**config.mk**
```make
export PLATFORM = sky130hd
export DESIGN_NAME = arbitro_mux2
export DESIGN_NICKNAME = d
export VERILOG_FILES = /design/src/rtl/arbitro_mux2.sv
export SDC_FILE = /design/constraint.sdc
export NUM_CORES = 1
export LEC_CHECK = 0
export ABC_AREA = 1
export BUFFER_PORTS_ARGS = -buffer_cell sky130_fd_sc_hd__buf_2
export CORE_ASPECT_RATIO = 1.2
export CORE_MARGIN = 10
export CORE_UTILIZATION = 35
export CTS_CLUSTER_DIAMETER = 50
export CTS_CLUSTER_SIZE = 28
export DETAILED_ROUTE_END_ITERATION = 8
export PLACE_DENSITY = 0.65
export SLEW_MARGIN = 40
export SYNTH_ARGS = -nofsm -noshare
export SYNTH_HDL_FRONTEND = slang
export SYNTH_SLANG_ARGS = --single-unit
```
**constraint.sdc**
```tcl
create_clock -name clk -period 3.3 [get_ports clk]
set_input_delay 0.165 -clock clk [delete_from_list [all_inputs] [get_ports clk]]
set_output_delay 0.165 -clock clk [all_outputs]
set_load 0.005 [all_outputs]
```
**src/rtl/arbitro_mux2.sv**
```systemverilog
`default_nettype none
// ============================================================================
//  Module      : arbitro_mux2
//  Description : Two-requester round-robin arbiter and sequencer for the
//                32-bit 2:1 datapath mux. Chooses which source owns the shared
//                path, drives the mux select, acknowledges the granted
//                requester and registers the selected word into a valid/ready
//                output stage. A per-grant burst limit keeps either source
//                from monopolising the mux while the other one waits.
//  Revision    : 1.0 - initial release
// ----------------------------------------------------------------------------
//  Ports
//    clk        in   rising-edge clock
//    reset      in   asynchronous, active-high reset
//    req1       in   source 1 has a word on data1 (held until ack1)
//    data1      in   source 1 word, stable while req1=1
//    req2       in   source 2 has a word on data2 (held until ack2)
//    data2      in   source 2 word, stable while req2=1
//    out_ready  in   downstream accepts data_out this cycle
//    ack1       out  source 1 word taken this cycle (combinational)
//    ack2       out  source 2 word taken this cycle (combinational)
//    sel        out  mux select: 0 = data1, 1 = data2
//    out_valid  out  data_out holds a valid word
//    data_out   out  registered selected word
// ============================================================================
module arbitro_mux2 #(
    parameter int WIDTH     = 32,
    parameter int MAX_BURST = 4      // legal range 1..15
) (
    input  logic             clk,
    input  logic             reset,
    input  logic             req1,
    input  logic [WIDTH-1:0] data1,
    input  logic             req2,
    input  logic [WIDTH-1:0] data2,
    input  logic             out_ready,
    output logic             ack1,
    output logic             ack2,
    output logic             sel,
    output logic             out_valid,
    output logic [WIDTH-1:0] data_out
);

    typedef enum logic [1:0] {
        ST_IDLE = 2'd0,
        ST_G1   = 2'd1,
        ST_G2   = 2'd2
    } state_t;

    // Beat count at which the current grant must be offered to the other side.
    localparam logic [3:0] c_last_beat = 4'(MAX_BURST - 1);

    state_t             r_state;
    state_t             w_next_state;
    logic               r_last_grant;   // 0 = source 1, 1 = source 2
    logic [3:0]         r_burst_cnt;
    logic               r_out_valid;
    logic [WIDTH-1:0]   r_data_out;

    logic               w_space;
    logic               w_ack1;
    logic               w_ack2;
    logic               w_beat;
    logic               w_at_limit;
    logic               w_enter;
    logic [WIDTH-1:0]   w_sel_data;

    // Output register can take a word when empty or being drained this cycle.
    assign w_space    = !r_out_valid || out_ready;
    assign w_ack1     = (r_state == ST_G1) && req1 && w_space;
    assign w_ack2     = (r_state == ST_G2) && req2 && w_space;
    assign w_beat     = w_ack1 || w_ack2;
    assign w_at_limit = (r_burst_cnt == c_last_beat);

    // Data only feeds the output register, never any control signal.
    assign w_sel_data = (r_state == ST_G2) ? data2 : data1;

    // Next-state: grants move directly between sources without an idle bubble.
    always_comb begin
        w_next_state = r_state;
        case (r_state)
            ST_IDLE: begin
                if (req1 && req2) begin
                    // Tie: favour the source that was not granted last.
                    w_next_state = r_last_grant ? ST_G1 : ST_G2;
                end else if (req1) begin
                    w_next_state = ST_G1;
                end else if (req2) begin
                    w_next_state = ST_G2;
                end
            end
            ST_G1: begin
                if (!req1) begin
                    w_next_state = req2 ? ST_G2 : ST_IDLE;
                end else if (w_beat && w_at_limit && req2) begin
                    w_next_state = ST_G2;
                end
            end
            ST_G2: begin
                if (!req2) begin
                    w_next_state = req1 ? ST_G1 : ST_IDLE;
                end else if (w_beat && w_at_limit && req1) begin
                    w_next_state = ST_G1;
                end
            end
            default: w_next_state = ST_IDLE;
        endcase
    end

    // A fresh grant (from IDLE or from the other source) starts a new burst.
    assign w_enter = (w_next_state != r_state) && (w_next_state != ST_IDLE);

    always_ff @(posedge clk or posedge reset) begin
        if (reset) begin
            r_state      <= ST_IDLE;
            r_last_grant <= 1'b1;           // source 1 wins the first tie
            r_burst_cnt  <= 4'd0;
        end else begin
            r_state <= w_next_state;
            if (w_enter) begin
                r_last_grant <= (w_next_state == ST_G2);
                r_burst_cnt  <= 4'd0;
            end else if (w_beat) begin
                // Limit reached with nobody else waiting: keep the grant,
                // but start counting a new burst.
                r_burst_cnt <= w_at_limit ? 4'd0 : r_burst_cnt + 4'd1;
            end
        end
    end

    always_ff @(posedge clk or posedge reset) begin
        if (reset) begin
            r_out_valid <= 1'b0;
            r_data_out  <= '0;
        end else begin
            if (w_beat) begin
                r_out_valid <= 1'b1;
                r_data_out  <= w_sel_data;
            end else if (out_ready) begin
                r_out_valid <= 1'b0;
            end
        end
    end

    assign ack1      = w_ack1;
    assign ack2      = w_ack2;
    assign sel       = (r_state == ST_G2);
    assign out_valid = r_out_valid;
    assign data_out  = r_data_out;

endmodule
`default_nettype wire

```
==> results of run 1 <==
==> path summary, 6_finish.rpt <==
| check | to | cells past startpoint | slack [ps] |
|---|---|---|---|
| max | r_burst_cnt[3]$_DFFE_PP0P_ | 8 | 1300 |
| min | data_out[1]$_DFFE_PP0P_ | 3 | -10 |
| max reg2reg | r_burst_cnt[3]$_DFFE_PP0P_ | 8 | 1300 |
| min reg2reg | r_last_grant$_DFFE_PP1P_ | 2 | 510 |
| max in group asynchronous | r_last_grant$_DFFE_PP1P_ | 3 | 2940 |
| min in group clk | data_out[28]$_DFFE_PP0P_ | 3 | 130 |
==> power by group <==
group,switching (W),internal (W),total [W]
combinational,0.000626,0.000427,0.00105
sequential,0.000120,0.000729,0.000850
clock,0.000169,0.000247,0.000417
total,0.000916,0.00140,0.00232
==> per-layer routing <==
metal	part of all wire, %	GRT usage (%)	wire (um)
met3	7.0	3.775	390
met5	0	0	0
met1	42	14.38	2329
met4	0.85	3.317	47
met2	50	22.09	2782
==> worst max-delay path, cell delays in order (launching register included) <==
cell and delay, ps:
dfrtp_1 460, inv_2 70, nor2_2 110, nand3_2 80, nand2_2 290, buf_4 490
nand4_1 160, xor2_1 170, nor2_1 90
==> cells in the final DEF, fill, tap and decap left out <==
| master | synthesis | final |
|---|---|---|
| buf_2 | 7 | 104 |
| nand2_1 | 80 | 80 |
| nor2_1 | 45 | 45 |
| dfrtp_1 | 39 | 39 |
| a31oi_1 | 32 | 32 |
| inv_1 | 13 | 13 |
| clkbuf_8 | 0 | 6 |
| nand3_1 | 4 | 4 |
| buf_4 | 0 | 4 |
| a21oi_1 | 3 | 3 |
| inv_2 | 2 | 2 |
| nand3_2 | 2 | 2 |
| nand2_2 | 2 | 2 |
| a211oi_1 | 2 | 2 |
| nor2_4 | 1 | 1 |
| nor2_2 | 1 | 1 |
| nand4_1 | 1 | 1 |
| xor2_1 | 1 | 1 |
| clkinv_1 | 1 | 1 |
| a21oi_2 | 1 | 1 |
| o21ai_1 | 1 | 1 |
| o21ai_0 | 1 | 1 |
| ha_1 | 1 | 1 |
| bufinv_16 | 0 | 1 |
| clkinv_4 | 0 | 1 |
| dfstp_2 | 1 | 1 |
==> sequential cells by signal, indices dropped and copies added (netlist names) <==
signal and cells:
r_burst_cnt 4, data_out 32, r_last_grant 1, out_valid 1, r_state 2
==> cells by family after synthesis <==
family / count (synthesis) / synth area share, %
adder cells (fa/ha/maj): 1 / 0.6463
flip-flops: 40 / 51.78
XOR/XNOR: 1 / 0.4526
AND/OR/NAND/NOR: 136 / 28.18
AO/OA/AOI/OAI: 40 / 12.86
buffers and inverters: 29 / 6.076
==> cells in the mapped netlist <==
master,instances
dfstp_2,1
o21ai_0,1
ha_1,1
a211oi_1,2
nand2_1,80
clkinv_1,1
nor2_4,1
inv_2,2
nor2_1,45
nand3_2,2
clkbuf_1,6
nand3_1,4
a21oi_1,3
a21oi_2,1
nor2_2,1
xor2_1,1
a31oi_1,32
buf_2,7
o21ai_1,1
dfrtp_1,39
nand2_2,2
inv_1,13
nand4_1,1
==> final cells by class <==
| type | instances | area, um^2 | share of cell area [%] |
|---|---|---|---|
| Sequential cell | 40 | 1002 | 38.14 |
| Multi-Input combinational cell | 178 | 815.8 | 31.05 |
| Timing Repair Buffer | 108 | 550.5 | 20.95 |
| Clock buffer | 6 | 82.58 | 3.143 |
| Tap cell | 62 | 77.57 | 2.952 |
| Inverter | 16 | 60.06 | 2.286 |
| Clock inverter | 2 | 38.79 | 1.476 |
==> per-stage QoR <==
stage	total power [W]	setup slack, ps	instances
floorplan	0.001531	1885	247
global placement	0.001926	1329	404
global route	0.002563	1021	412
finish	0.002320	1300	412
CTS	0.002372	1301	412
detailed placement	0.001948	1291	404
==> results.tsv, run 1 <==
metric	value	unit
clock skew	7.699	ps
post-CTS sizing	0	
min cycle time layout	2000	ps
diode count	0	
Synth cell types	23	
HP Class	input pin to asynchronous set/reset pin	
Initial Utilization	36.29	%
Hold Slack	-14.56	ps
DRT Pass-1 Iters	4	
Critical path origin	r_state[0]$_DFF_PP0_	
Synth top area share	50.42	%
global-route congestion overflow total	0	
largest area contributor in the netlist	dfrtp_1	
vias	1884	
Max FO, Critical Path	52	
row cnt	29	
startpoint types	flop	
FF+latch count, synth	40	
GPL Wtd Cong	0.7640	
chip height	101.5	um
Least-Margin Pin Slew	491.5	ps
RR Startpoint	r_state[0]$_DFF_PP0_	
num ports	105	
Area Growth Syn to Fin	35.75	%
Hold Buf Count CTS	0	
clock root buffer	clkbuf_8	
fmax	499.9	MHz
RSZ-0062 raised after global routing	false	
layout net count	419	
Worst-Skew Late Latency	280	ps
Worst VDD drop	0.0003408	V
Cells after Synth	247	
All-Layer GR Usage	12.58	%
Final Util	49.26	%
PortBufs	104	
largest net degree at the start of global routing	53	
Lkg Pwr	1.357	nW
initial antenna violation count	0	
fin. max-slew vios	0	
Post-DP Area	0.002506	mm^2
final setup violating endpoints	0	
post-synth net total	317	
final wirelength	5.549	mm
top cells by area, synth	dfrtp_1 (50%), nand2_1 (16%), a31oi_1 (10%), nor2_1 (8.7%), inv_1 (2.5%)	
P per Cell Area	882.9	mW/mm^2
clock transition at the registers of the reported paths	80	ps
fill cell count	557	
YS warnings	0	
CTS Buffer Depth	2	
share of cells above drive strength 1	36.00	%
number of global-route vias before repair	1972	
synthesized area	0.001936	mm^2
endpoints failing hold	34	
Starting DRT DRC Count	28	
Final period util	60.62	%
critical path required time	3520	ps
relative slew slack	67.24	%
status	finished, violations left	
failing checks	hold timing	
fraction of the yosys area taken by sequential cells	51.78	%
final setup TNS	0	ps
fin area	0.002628	mm^2
Die W	87.89	um
critical path class	flop to flop	
H-tree depth	2	
TritonCTS clock tree	built	
Antenna Nets Post-Route	0	
core region area	0.005334	mm^2
CTS buffer count	5	
Post-CTS Setup Repair Bufs	0	
# DRC	0	
die area	0.008917	mm^2
worst path arrival time	2220	ps
Crit. End Element	flop	
Clock Sinks	40	
MaxCap Viol Count	0	
first-pass GRT wire length	9.163	mm
WL per Instance	13.47	um
detailed placer's ending HPWL	4.329	mm
Via density	4.573	
Avg Synthesized Cell Area	7.836	um^2
Power figures use the tool's default switching activity.
==> inputs of run 2 (changes only) <==
PLACE_DENSITY = 0.68   (was 0.65)
clock period = 1.64 ns   (was 3.3 ns; I/O delays follow)
==> results.tsv, run 2 (synthesized netlist as in run 1, its figures left out) <==
metric	value	unit
status	finished clean	
Max FO, Critical Path	33	
P per Cell Area	1795	mW/mm^2
register area	0.001003	mm^2
Final period util	95.32	%
CTS buffer count	5	
critical path required time	1560	ps
Via density	4.690	
placed insts	407	
chip height	101.5	um
Layout Cells excl Fill	420	
setup ws final	76.68	ps
clock root buffer	clkbuf_8	
clock transition at the registers of the reported paths	80	ps
clock skew	2.412	ps
Lkg Pwr	1.401	nW
most frequent cells in the layout	buf_2 (104), nand2_1 (78), nor2_1 (42)	
Die W	87.89	um
Final Util	51.35	%
endpoints failing hold	0	
fmax	639.7	MHz
DP Worst Slack	86.19	ps
relative slew slack	65.88	%
vias	1970	
largest net degree at the start of global routing	41	
final setup violating endpoints	0	
Worst VDD drop	0.0008268	V
global-route congestion overflow total	0	
PortBufs	104	
# DRC	0	
initial antenna violation count	0	
Antenna Nets Post-Route	0	
fin. max-slew vios	0	
HP Class	input pin to flop	
RSZ-0062 raised after global routing	true	
fill cell count	526	
Post-DP Area	0.002529	mm^2
Crit. End Element	primary output	
H-tree depth	2	
TritonCTS clock tree	built	
final wirelength	5.744	mm
Worst-Skew Late Latency	280	ps
fin area	0.002739	mm^2
row cnt	29	
Largest delay share family, worst path	buffers and inverters	
Buf+Inv Stages, Crit Path	3	
CP peak stage delay	400	ps
Initial Utilization	36.29	%
min cycle time layout	1563	ps
DRT Pass-1 Iters	4	
Least-Margin Pin Slew	511.7	ps
All-Layer GR Usage	12.41	%
multi-input logic area	850.8	um^2
core region area	0.005334	mm^2
worst path arrival time	1480	ps
Area Growth Syn to Fin	41.50	%
critical path class	flop to primary output	
final setup TNS	0	ps
startpoint types	flop	
num ports	105	
commonest non-fill, non-tap cell in the layout	buf_2	
die area	0.008917	mm^2
layout net count	427	
max FFs per register	32	
WL per Instance	13.68	um
diode count	0	
MaxCap Viol Count	0	
GPL Wtd Cong	0.8084	
detailed placer's ending HPWL	4.366	mm
Starting DRT DRC Count	72	
share of cells above drive strength 1	39.39	%
first-pass GRT wire length	9.066	mm
cells along the critical path	inv_2 -> nor2_4 -> buf_4 -> buf_2	
CTS Buffer Depth	2	
Clock Sinks	40	
Worst path slowest cell	dfrtp_1	
number of global-route vias before repair	2047	
## run 2: per-stage QoR
| stage | total power, W | hold WS, ps |
|---|---|---|
| floorplan | 0.003081 | 238.1 |
| global placement | 0.003922 | 233.9 |
| detailed placement | 0.003986 | 244.9 |
| CTS | 0.004876 | 36.87 |
| global route | 0.005358 | 41.39 |
| finish | 0.004915 | 46.15 |
## run 2: layout make-up
type	instances	share of cell area (%)
sequential	40	36.64
multi-input combinational	178	31.06
timing repair buffer	116	22.66
clock buffer	7	3.518
tap	62	2.832
inverter	16	2.193
clock inverter	1	1.096
## run 2: layer usage
| metal | vias up | routed length [um] | track usage [%] |
|---|---|---|---|
| met5 | - | 0 | 0 |
| met4 | 0 | 50 | 3.686 |
| met3 | 6 | 486 | 5.060 |
| met2 | 63 | 2947 | 21.92 |
| met1 | 882 | 2260 | 13.11 |
| li1 | 1019 | - | - |
## run 2: power by group
part	internal, W	switching, W
clock network	0.000537	0.000341
registers	0.00147	0.000246
logic	0.000984	0.00134
## run 2: worst register-to-register path, cell delays in order, from the launching register on
cell and delay [ps]:
dfrtp_1 400, inv_2 90, nor2_4 160, nand3_4 90, nand2_4 120, nand3_2 90, a21oi_2 170, nand2_2 80
nand2_2 70, nand2_2 80, nor2_1 90
## run 2: final timing paths
check                                          from                         end  slack, ps  cells past startpoint
min in group asynchronous                     reset     data_out[5]$_DFFE_PP0P_        460                      4
max                            r_state[1]$_DFF_PP0_                         sel         80                      4
max reg2reg                    r_state[1]$_DFF_PP0_  r_burst_cnt[2]$_DFFE_PP0P_        130                     10
min reg2reg                r_last_grant$_DFFE_PP1P_    r_last_grant$_DFFE_PP1P_        500                      2
min                                        data1[2]     data_out[2]$_DFFE_PP0P_         50                      3
max in group asynchronous                     reset        r_state[0]$_DFF_PP0_        800                      4
## run 2: timing repair
action | CTS | global route
endpoints found under the hold margin | 39 | 0
hold buffers | 1 | 0
endpoints found under the setup margin | 0 | 18
gates resized for setup | 0 | 12
buffers inserted | 0 | 4
==> inputs of run 3 (changes only) <==
SETUP_SLACK_MARGIN = 0.4   (was default)
==> results.tsv, run 3 (synthesized netlist as in run 1, its figures left out) <==
metric	value	unit
Worst-Skew Late Latency	290	ps
final setup TNS	0	ps
# DRC	0	
max FFs per register	32	
CP peak stage delay	420	ps
P per Cell Area	1856	mW/mm^2
fin. max-slew vios	0	
clock skew	4.211	ps
cells along the critical path	inv_2 -> nor2_4 -> nand3_2 -> nand2_4 -> nand3_2 -> a21oi_2 -> nand2_1 -> nand2_1 -> nand2_2 -> nor2_1	
initial antenna violation count	0	
Crit. End Element	flop	
Layout Cells excl Fill	439	
most frequent cells in the layout	buf_2 (103), nand2_1 (78), nor2_1 (44)	
first-pass GRT wire length	9.956	mm
Antenna Nets Post-Route	0	
final setup violating endpoints	0	
final wirelength	6.452	mm
chip height	101.5	um
row cnt	29	
endpoints failing hold	0	
commonest non-fill, non-tap cell in the layout	buf_2	
WL per Instance	14.70	um
placed insts	409	
largest net degree at the start of global routing	41	
critical path class	flop to flop	
Critical path origin	r_state[1]$_DFF_PP0_	
Max FO, Critical Path	6	
clock transition at the registers of the reported paths	80	ps
RR Startpoint	r_state[1]$_DFF_PP0_	
die area	0.008917	mm^2
number of global-route vias before repair	2168	
Final period util	90.98	%
HP Class	input pin to flop	
min cycle time layout	1492	ps
DRT Pass-1 Iters	4	
num ports	105	
GPL Wtd Cong	0.8442	
PortBufs	104	
MaxCap Viol Count	0	
Initial Utilization	36.29	%
worst path arrival time	1720	ps
Area Growth Syn to Fin	56.04	%
vias	2096	
CTS Buffer Depth	2	
Lkg Pwr	1.540	nW
layout net count	446	
All-Layer GR Usage	13.70	%
RSZ-0062 raised after global routing	true	
core region area	0.005334	mm^2
fill cell count	517	
diode count	0	
status	finished clean	
Die W	87.89	um
relative slew slack	65.32	%
global-route congestion overflow total	0	
TritonCTS clock tree	built	
Starting DRT DRC Count	112	
Least-Margin Pin Slew	520.3	ps
fmax	670.2	MHz
share of cells above drive strength 1	42.44	%
Hold Crit Start	data1[2]	
startpoint types	flop	
Worst path slowest cell	dfrtp_1	
Via density	4.774	
detailed placer's ending HPWL	4.464	mm
Worst VDD drop	0.0009242	V
H-tree depth	2	
clock root buffer	clkbuf_8	
CTS buffer count	5	
critical path required time	1870	ps
Clock Sinks	40	
==> run 3: cell types whose count changed in the layout (fill, tap and decap cells not counted), moves of 2 or more <==
cell | before | now
clkinv_4 | 0 | 2
buf_12 | 0 | 2
buf_6 | 2 | 5
buf_4 | 9 | 19
buf_8 | 0 | 2
nor2_1 | 42 | 44
nor2_4 | 1 | 3
nor2_2 | 4 | 0
==> run 3: power by group <==
group | internal [W] | switching (W) | total [W] | leakage (nW)
registers | 0.00147 | 0.000250 | 0.00172 | 0.457
logic | 0.00150 | 0.00152 | 0.00302 | 1.02
clock network | 0.000498 | 0.000364 | 0.000862 | 0.0614
total | 0.00347 | 0.00213 | 0.00561 | 1.54
==> run 3: timing repair <==
action	in CTS	in global routing
hold buffers	1	0
gates cloned	2	1
pin swaps	5	4
setup endpoints to repair	40	42
setup buffers	15	3
resized for setup	17	10
hold endpoints to repair	39	0
==> run 3: worst max-delay path: cells and delay by family (launching register included) <==
kind                   cells  cell delay, ps
AO/OA/AOI/OAI              1             150
flip-flops                 1             420
AND/OR/NAND/NOR            8             780
buffers and inverters      1              70
==> run 3: layer usage <==
metal,routed length (um),up-vias,global-route usage (%)
met1,2511,956,15.16
met3,607,6,5.382
met2,3281,76,23.82
met4,52,0,3.440
met5,0,-,0
li1,-,1058,-
==> run 3: per-stage QoR <==
stage	util (%)	hold WS (ps)	area, um^2	worst slack [ps]	power [W]
CTS	54.82	26.31	2924	166.0	0.005462
finish	56.63	33.30	3020	147.9	0.005605
detailed placement	48.02	240.3	2561	91.05	0.004030
global route	56.63	30.14	3020	60.70	0.006048
global placement	48.02	234.2	2561	145.0	0.003969
floorplan	-	238.1	1961	284.7	0.003118
==> run 3: final timing paths <==
| kind | slack (ps) | endpoint | cells after the start |
|---|---|---|---|
| max in group asynchronous | 800 | r_state[0]$_DFF_PP0_ | 4 |
| hold / removal | 30 | data_out[2]$_DFFE_PP0P_ | 3 |
| hold reg to reg | 550 | data_out[9]$_DFFE_PP0P_ | 2 |
| setup reg to reg | 150 | r_burst_cnt[2]$_DFFE_PP0P_ | 10 |
| min in group asynchronous | 460 | r_burst_cnt[2]$_DFFE_PP0P_ | 4 |
| setup / recovery | 150 | r_burst_cnt[2]$_DFFE_PP0P_ | 10 |
==> run 3: area by class of cell <==
class                           instances  area (um^2)  area share, %
Tap cell                               62        77.57          2.568
Multi-Input combinational cell        178        873.3          28.91
Timing Repair Buffer                  135        879.6          29.12
Sequential cell                        40         1003          33.22
Inverter                               16        65.06          2.154
Clock inverter                          2        38.79          1.284
Clock buffer                            6        82.58          2.734
